### config.mk
export PLATFORM = sky130hd
export DESIGN_NAME = spi_adc_scan_reader_flat
export DESIGN_NICKNAME = d
export VERILOG_FILES = /design/src/rtl/spi_adc_scan_reader_if.sv /design/src/rtl/spi_adc_scan_reader.sv /design/src/flat_wrapper.sv
export SDC_FILE = /design/constraint.sdc
export NUM_CORES = 1
export LEC_CHECK = 0
export CAP_MARGIN = 15
export CORE_ASPECT_RATIO = 2
export CORE_MARGIN = 1
export CORE_UTILIZATION = 55
export DETAILED_ROUTE_END_ITERATION = 8
export PLACE_DENSITY = 0.86
export SYNTH_ARGS = -nofsm -noshare
export SYNTH_HDL_FRONTEND = slang
export SYNTH_SLANG_ARGS = --single-unit
### constraint.sdc
create_clock -name clk -period 4.1 [get_ports clk]
set_clock_uncertainty 0.2 [all_clocks]
set_input_delay 1.23 -clock clk [delete_from_list [all_inputs] [get_ports clk]]
set_output_delay 1.23 -clock clk [all_outputs]
set_load 0.03 [all_outputs]
### src/rtl/spi_adc_scan_reader_if.sv
// Sample capture stream from the SPI ADC scan reader towards the logger.
// The master side drives each completed sample and its channel tag.
interface spi_adc_scan_reader_if #(
    parameter int unsigned DATA_W = 16,
    parameter int unsigned CH_W   = 4
);
    logic [DATA_W-1:0] data_out;
    logic [CH_W-1:0]   data_ch;
    logic              data_valid;

    modport master (output data_out, data_ch, data_valid);
    modport slave  (input  data_out, data_ch, data_valid);
endinterface

### src/rtl/spi_adc_scan_reader.sv
// SPI master for serial ADCs: scans NUM_CH channels per trigger, reading DATA_W-bit samples
// MSB-first, with nCS released for CLK_DIV cycles between channels.
module spi_adc_scan_reader #(
    parameter int unsigned DATA_W  = 16,
    parameter int unsigned NUM_CH  = 4,
    parameter int unsigned CH_W    = 4,
    parameter int unsigned CLK_DIV = 8
) (
    input  logic                  clk,
    input  logic                  reset,
    input  logic                  enable,
    input  logic                  trig_mode,
    input  logic                  start,
    input  logic                  nDRDY,
    input  logic                  SDIN,
    output logic                  SCLK,
    output logic                  nCS,
    output logic [CH_W-1:0]       adc_ch,
    spi_adc_scan_reader_if.master cap,
    output logic                  busy,
    output logic                  overrun
);
    localparam int unsigned      DIV_W    = (CLK_DIV > 1) ? $clog2(CLK_DIV) : 1;
    localparam int unsigned      BIT_W    = $clog2(DATA_W);
    localparam logic [DIV_W-1:0] DIV_LAST = DIV_W'(CLK_DIV - 1);
    localparam logic [BIT_W-1:0] BIT_LAST = BIT_W'(DATA_W - 1);
    localparam logic [CH_W-1:0]  CH_LAST  = CH_W'(NUM_CH - 1);

    typedef enum logic [2:0] {IDLE, SETUP, SHIFT, HOLD, GAP} state_t;

    state_t            state, state_n;
    logic [DIV_W-1:0]  div_cnt, div_n;
    logic [BIT_W-1:0]  bit_cnt, bit_n;
    logic [CH_W-1:0]   ch, ch_n;
    logic [DATA_W-1:0] shift_q, shift_n, dout_q, dout_n;
    logic [CH_W-1:0]   dch_q, dch_n;
    logic              sclk_q, sclk_n, ncs_q, ncs_n, busy_q, busy_n;
    logic              dvalid_q, dvalid_n, ovr_q, ovr_n;
    logic [2:0]        drdy_sync;
    logic              drdy_fall, trig, div_end;

    // Two synchroniser flops plus one history flop for the falling-edge detector.
    always_ff @(posedge clk or posedge reset) begin
        if (reset) drdy_sync <= '1;
        else       drdy_sync <= {drdy_sync[1:0], nDRDY};
    end

    assign drdy_fall = drdy_sync[2] & ~drdy_sync[1];
    assign trig      = enable & (trig_mode ? start : drdy_fall);
    assign div_end   = (div_cnt == DIV_LAST);

    always_comb begin
        state_n  = state;
        div_n    = div_cnt;
        bit_n    = bit_cnt;
        ch_n     = ch;
        sclk_n   = sclk_q;
        shift_n  = shift_q;
        dout_n   = dout_q;
        dch_n    = dch_q;
        dvalid_n = 1'b0;
        ovr_n    = ovr_q;
        if (trig) ovr_n = (state != IDLE);
        unique case (state)
            IDLE: if (trig) begin
                state_n = SETUP;
                ch_n    = '0;
                div_n   = '0;
            end
            SETUP: if (div_end) begin
                state_n = SHIFT;
                div_n   = '0;
                bit_n   = '0;
            end else begin
                div_n = div_cnt + DIV_W'(1);
            end
            SHIFT: if (!div_end) begin
                div_n = div_cnt + DIV_W'(1);
            end else begin
                div_n = '0;
                if (!sclk_q) begin
                    sclk_n  = 1'b1;
                    shift_n = {shift_q[DATA_W-2:0], SDIN};
                end else begin
                    sclk_n = 1'b0;
                    if (bit_cnt == BIT_LAST) state_n = HOLD;
                    else                     bit_n   = bit_cnt + BIT_W'(1);
                end
            end
            HOLD: if (div_end) begin
                state_n  = GAP;
                div_n    = '0;
                dout_n   = shift_q;
                dch_n    = ch;
                dvalid_n = 1'b1;
            end else begin
                div_n = div_cnt + DIV_W'(1);
            end
            GAP: if (div_end) begin
                div_n = '0;
                if (ch == CH_LAST) begin
                    state_n = IDLE;
                end else begin
                    state_n = SETUP;
                    ch_n    = ch + CH_W'(1);
                end
            end else begin
                div_n = div_cnt + DIV_W'(1);
            end
            default: state_n = IDLE;
        endcase
        // Pin-level outputs are registered from the next state so they change glitch-free.
        ncs_n  = !((state_n == SETUP) || (state_n == SHIFT) || (state_n == HOLD));
        busy_n = (state_n != IDLE);
    end

    always_ff @(posedge clk or posedge reset) begin
        if (reset) begin
            state    <= IDLE;
            div_cnt  <= '0;
            bit_cnt  <= '0;
            ch       <= '0;
            sclk_q   <= 1'b0;
            ncs_q    <= 1'b1;
            busy_q   <= 1'b0;
            shift_q  <= '0;
            dout_q   <= '0;
            dch_q    <= '0;
            dvalid_q <= 1'b0;
            ovr_q    <= 1'b0;
        end else begin
            state    <= state_n;
            div_cnt  <= div_n;
            bit_cnt  <= bit_n;
            ch       <= ch_n;
            sclk_q   <= sclk_n;
            ncs_q    <= ncs_n;
            busy_q   <= busy_n;
            shift_q  <= shift_n;
            dout_q   <= dout_n;
            dch_q    <= dch_n;
            dvalid_q <= dvalid_n;
            ovr_q    <= ovr_n;
        end
    end

    assign SCLK           = sclk_q;
    assign nCS            = ncs_q;
    assign adc_ch         = ch;
    assign busy           = busy_q;
    assign overrun        = ovr_q;
    assign cap.data_out   = dout_q;
    assign cap.data_ch    = dch_q;
    assign cap.data_valid = dvalid_q;
endmodule

### src/flat_wrapper.sv
// flat-port wrapper written by rule: the top's interface ports become plain ports
module spi_adc_scan_reader_flat 
#(
    parameter int unsigned DATA_W  = 16,
    parameter int unsigned NUM_CH  = 4,
    parameter int unsigned CH_W    = 4,
    parameter int unsigned CLK_DIV = 8
)
  (clk, reset, enable, trig_mode, start, nDRDY, SDIN, SCLK, nCS, adc_ch, busy, overrun, cap_data_out, cap_data_ch, cap_data_valid);
  spi_adc_scan_reader_if #(.DATA_W(DATA_W), .CH_W(CH_W)) cap_i ();
  input  logic clk;
  input  logic reset;
  input  logic enable;
  input  logic trig_mode;
  input  logic start;
  input  logic nDRDY;
  input  logic SDIN;
  output logic SCLK;
  output logic nCS;
  output logic [CH_W-1:0] adc_ch;
  output logic busy;
  output logic overrun;
  output wire logic [$bits(cap_i.data_out)-1:0] cap_data_out;
  output wire logic [$bits(cap_i.data_ch)-1:0] cap_data_ch;
  output wire logic [$bits(cap_i.data_valid)-1:0] cap_data_valid;
  assign cap_data_out = cap_i.data_out;
  assign cap_data_ch = cap_i.data_ch;
  assign cap_data_valid = cap_i.data_valid;
  spi_adc_scan_reader #(.DATA_W(DATA_W), .NUM_CH(NUM_CH), .CH_W(CH_W), .CLK_DIV(CLK_DIV)) u_core (.clk(clk), .reset(reset), .enable(enable), .trig_mode(trig_mode), .start(start), .nDRDY(nDRDY), .SDIN(SDIN), .SCLK(SCLK), .nCS(nCS), .adc_ch(adc_ch), .cap(cap_i), .busy(busy), .overrun(overrun));
endmodule
* After elaboration in Yosys (flattened, before gate mapping)
Cells that the tools add are included.
Cells by class: $add $sub $neg 3, equality and inequality tests 17, mux-type cells 25, bitwise logic cells 4, reductions and logical operators 16
Operators by type and width (number):
- 4-bit two-way mux | 7
- 3-bit two-way mux | 9
- 4-bit one-hot mux with 2 select lines | 2
- 3-bit one-hot mux with 5 select lines | 1
- 3-bit by 2-bit == test with 1-bit output (second input constant) | 4
- 2-bit by 1-bit != test with 1-bit output (second input constant) | 5
- 4-bit by 1-bit adder with 4-bit output (second input constant) | 2
- 3-bit by 1-bit == test with 1-bit output (second input constant) | 2
- 3-bit == test (second input constant) | 2
- 3-bit one-hot mux with 2 select lines | 1
- 2-bit AND reduction | 3
- 2-bit nonzero test | 3
- 3-bit nonzero test | 2
- 1-bit two-way mux | 5
- 5-bit AND reduction | 1
- 4-bit by 2-bit == test with 1-bit output (second input constant) | 1
- 4-bit == test (second input constant) | 1
- 2-bit != test (second input constant) | 2
- 4-bit AND reduction | 1
- 4-bit OR reduction | 1
- 3-bit by 1-bit adder with 3-bit output (second input constant) | 1
- 3-bit logical NOT | 1
- 3-bit AND reduction | 1
- 1-bit AND | 2
- 3 further kinds | 5
Word-level totals: bits in registers 58, input port bits 7, output and inout bits 29

* Longest topological paths before layout
depth after elaboration 10, depth in mapped cells 7

* Least setup slack after synthesis
No wires, ideal clock.
path kind in2reg, start in enable, end reg u_core.div_cnt[0], library setup time 0.126 ns, data arrival time 2.117 ns, slack 1.657 ns, stages 3, path buffers 0, cell sequence nor4bb_1 nor4_1 a221o_1
On the way: word-level cells in the longest chain between the ends 3
RTL lines:
- from (decl) | RTL line flat_wrapper.sv:13 | input logic enable;
- 1-bit AND | RTL line spi_adc_scan_reader.sv:49 | assign trig = enable & (trig_mode ? start : drdy_fall);
- 2-bit by 1-bit != test with 1-bit output (no line)
- 2-bit AND reduction (no line)
- to (signal assigned) | RTL line spi_adc_scan_reader.sv:133 | div_cnt <= div_n;
- to (decl) | RTL line spi_adc_scan_reader.sv:32 | logic [DIV_W-1:0] div_cnt, div_n;
Every way passes these cells. A chain may end at the register's enable or synchronous reset.

* Worst setup path after layout
start reg u_core.ch[0] (netlist: u_core.adc_ch[0]), end out adc_ch[0]
RTL lines:
- from (decl) | RTL line spi_adc_scan_reader.sv:34 | logic [CH_W-1:0] ch, ch_n;
- from (signal assigned) | RTL line spi_adc_scan_reader.sv:135 | ch <= ch_n;
- to (decl) | RTL line flat_wrapper.sv:20 | output logic [CH_W-1:0] adc_ch;
No word-level cell between the ends.

==> results_dict.tcl <==
set metrics [dict create \
    power_density_nw_per_um2 340 \
    syn_area_um2 2500 \
    nets 236 \
    grt_max_degree 37 \
    start_kind "register" \
    grt_overflow 0 \
    place_congestion 0.840 \
    status "complete, no violations" \
    synth_cells 185 \
    reg2reg_setup_slack_ps 1410 \
    cts_made_buffers 9 \
    crit_chain "clkdlybuf4s50_1" \
    synth.mux.area_fraction_pct 16.2 \
    yosysTopAreaCell "dfrtp_1" \
    synth_fa_ha_area_share_pct 2.00 \
    fmax_mhz 336 \
    drive_gt1_share_pct 26.5 \
    clk_latency_ps 330 \
    ir_drop_v 0.000403 \
    crit_required_ps 2670 \
    synth_cell_types 43 \
    core.rowCount 34 \
    hold_class "register to register" \
    grt_pass1_vias 1711 \
    hold_viol_final 0 \
    routedWlPerCell_um 16.2 \
    reg2regPathDepth 5 \
    drcViolationCount 0 \
    slew_headroom_pct 48.3 \
    ys_seq_area_share_pct 58.3 \
    cpPeakStageDelay_ps 730 \
    tightest_slew_ps 769 \
    fin_ws_ps 1120 \
    dp_slack_ps 1060 \
    cts_hold_buf 0 \
    synth_most_common_cell "dfrtp_1" \
    critPathLaunch "u_core.adc_ch[0]$_DFFE_PP0P_" \
    path_delay_family "buffers and inverters" \
    io-pin-count 36 \
    slew_viol_final 0 \
    antenna_found_initial 0 \
    drtAntennaViolNets 0 \
    grt_util_all_layers_pct 22.0 \
    place_hpwl_um 3300 \
    firstDrtPassIters 4 \
    synthTopCellsByArea "dfrtp_1 54%, mux2_2 16%, dfstp_2 4.2%, ha_1 2.0%, o21ai_0 1.6%" \
    synth_seq_cells 58 \
    syn_area_per_cell_um2 13.5 \
    port_buffers 35 \
    synth_common_cells "54 x dfrtp_1, 36 x mux2_2, 8 x o21ai_0" \
    yosys.area_share.simple_pct 11.7 \
    coreArea_um2 4340 \
    rsz0062_at_grt "no" \
    cts_buffer_depth 2 \
    cts.htree.levels 3 \
    worstSetupPathType "register to primary output" \
    p_int_uw 818 \
    seqPwrFrac_pct 55.9 \
    clkTransAtPathRegs_ps 60 \
    root_buffer "clkbuf_8" \
    finalSetupViolations 0 \
    hold_ws_ps 156 \
    syn_nets 196 \
    critPathArrivalTime_ps 1550 \
    drtIter0Drc 16 \
    synth-compound-area-share_pct 7.62 \
    antenna_cells 0 \
    synth-async-reset-ratio_pct 100 \
    dr_total_vias 1625 \
    synth_top_cell_area_share_pct 54.1 \
    synth_top_family_by_area "multiplexers" \
    vias_per_cell 5.72 \
    ctsResizeCount 0 \
    maxCapViolations 0 \
    worstSetupEndpoint "adc_ch[0]" \
    start_util_pct 57.6 \
    synth_edf_count 0 \
    yosysWarnings 0 \
    syn_to_final_growth_pct 21.8 \
    cp_max_fo 6 \
    rr_endpoint "u_core.shift_q[1]$_DFFE_PP0P_" \
    cp_num_cells 1 \
    switching_share_pct 21.0 \
    setup_tns_ps 0 \
    p_sw_uw 217 \
    finalCritPeriodShare_pct 72.6 \
    die_height_um 97.3 \
    cp_slowest_cell "clkdlybuf4s50_1" \
    combPwrFrac_pct 2.0 \
    ys.flop_type "dfrtp_1" \
    p_leak_uw 0.00140 \
    cp_num_buf_inv 1 \
    dieArea_um2 4830 \
    endpoint_kind "primary output" \
    r2r_start "u_core.div_cnt[0]$_DFFE_PP0P_" \
    cts_tree "built" \
    die_w_um 49.7 \
    wirelength_um 4600 \
    power_frac_clock_pct 42.1 \
    final.min_clock_period_ps 2980 \
    synthXorXnorAreaFrac_pct 0.701 \
    cts_sinks 58 \
    postCtsSetupBuffers 0 \
    grt_pass1_wl_um 7790 \
]
-- cell usage in the layout, fill, tap and decap left out, drive strengths merged, types with 4 or more instances in the layout --
cell type / count
mux2: 36
o21ai: 8
nor2b: 4
dfstp: 4
clkbuf: 13
inv: 7
ha: 4
clkdlybuf4s50: 35
dfrtp: 54
nor3: 4
-- power by group through the flow --
stage / combinational (uW) / sequential (uW) / clock, uW
floorplan: 10.6 / 588 / 0
finish: 20.5 / 579 / 435
detailed placement: 21.3 / 589 / 0
global route: 23.7 / 578 / 470
CTS: 21.5 / 579 / 447
global placement: 20.7 / 588 / 0
-- logic make-up after synthesis --
kind of cell             Yosys count
adder cells (fa/ha/maj)            4
multiplexers                      36
buffers and inverters             16
flip-flops                        58
AO/OA/AOI/OAI                     27
AND/OR/NAND/NOR                   42
XOR/XNOR                           2
-- layer usage --
metal  GRT usage (%)  vias to the layer above  part of all wire (%)  wire [um]
li1                -                      760                     -          -
met1            25.3                      815                    39       1810
met2            34.4                       35                    53       2450
met3            5.48                       15                   3.4        158
met4            16.5                        0                   4.2        192
met5               0                        -                     0          0
-- flip-flops by register name (all words and copies together), names as in the netlist, 3 cells and up --
register,flops
u_core.state,3
u_core.cap.data_out,16
u_core.adc_ch,4
u_core.div_cnt,3
u_core.drdy_sync,3
u_core.cap.data_ch,4
u_core.bit_cnt,4
u_core.shift_q,16
-- how the worst min path moves through the flow --
stage,depth (start not counted),slack [ps],from,to
6_report,0,160,u_core.drdy_sync[0]$_DFF_PP1_,u_core.drdy_sync[1]$_DFF_PP1_
4_1_cts,0,160,u_core.drdy_sync[0]$_DFF_PP1_,u_core.drdy_sync[1]$_DFF_PP1_
3_5_place_dp,0,150,u_core.drdy_sync[0]$_DFF_PP1_,u_core.drdy_sync[1]$_DFF_PP1_
2_1_floorplan,0,150,u_core.drdy_sync[0]$_DFF_PP1_,u_core.drdy_sync[1]$_DFF_PP1_
5_1_grt,0,160,u_core.drdy_sync[0]$_DFF_PP1_,u_core.drdy_sync[1]$_DFF_PP1_
3_3_place_gp,0,150,u_core.drdy_sync[0]$_DFF_PP1_,u_core.drdy_sync[1]$_DFF_PP1_
-- final cells by class --
| class | count | area, um^2 |
|---|---|---|
| timing repair buffer | 38 | 373 |
| clock buffer | 13 | 149 |
| tap | 54 | 67.6 |
| inverter | 7 | 26.3 |
| multi-input combinational | 111 | 955 |
| fill | 314 | 1300 |
| sequential | 58 | 1460 |
| clock inverter | 3 | 15.0 |
-- through the flow --
step / util (%) / instances / power [uW] / instance area, um^2
finish: 70.1 / 284 / 1030 / 3040
global route: 70.1 / 284 / 1070 / 3040
CTS: 70.1 / 284 / 1050 / 3040
detailed placement: 66.3 / 268 / 610 / 2880
global placement: 66.3 / 268 / 609 / 2880
floorplan: - / 185 / 599 / 2500
Note: power is estimated with default switching activity, not from simulation.
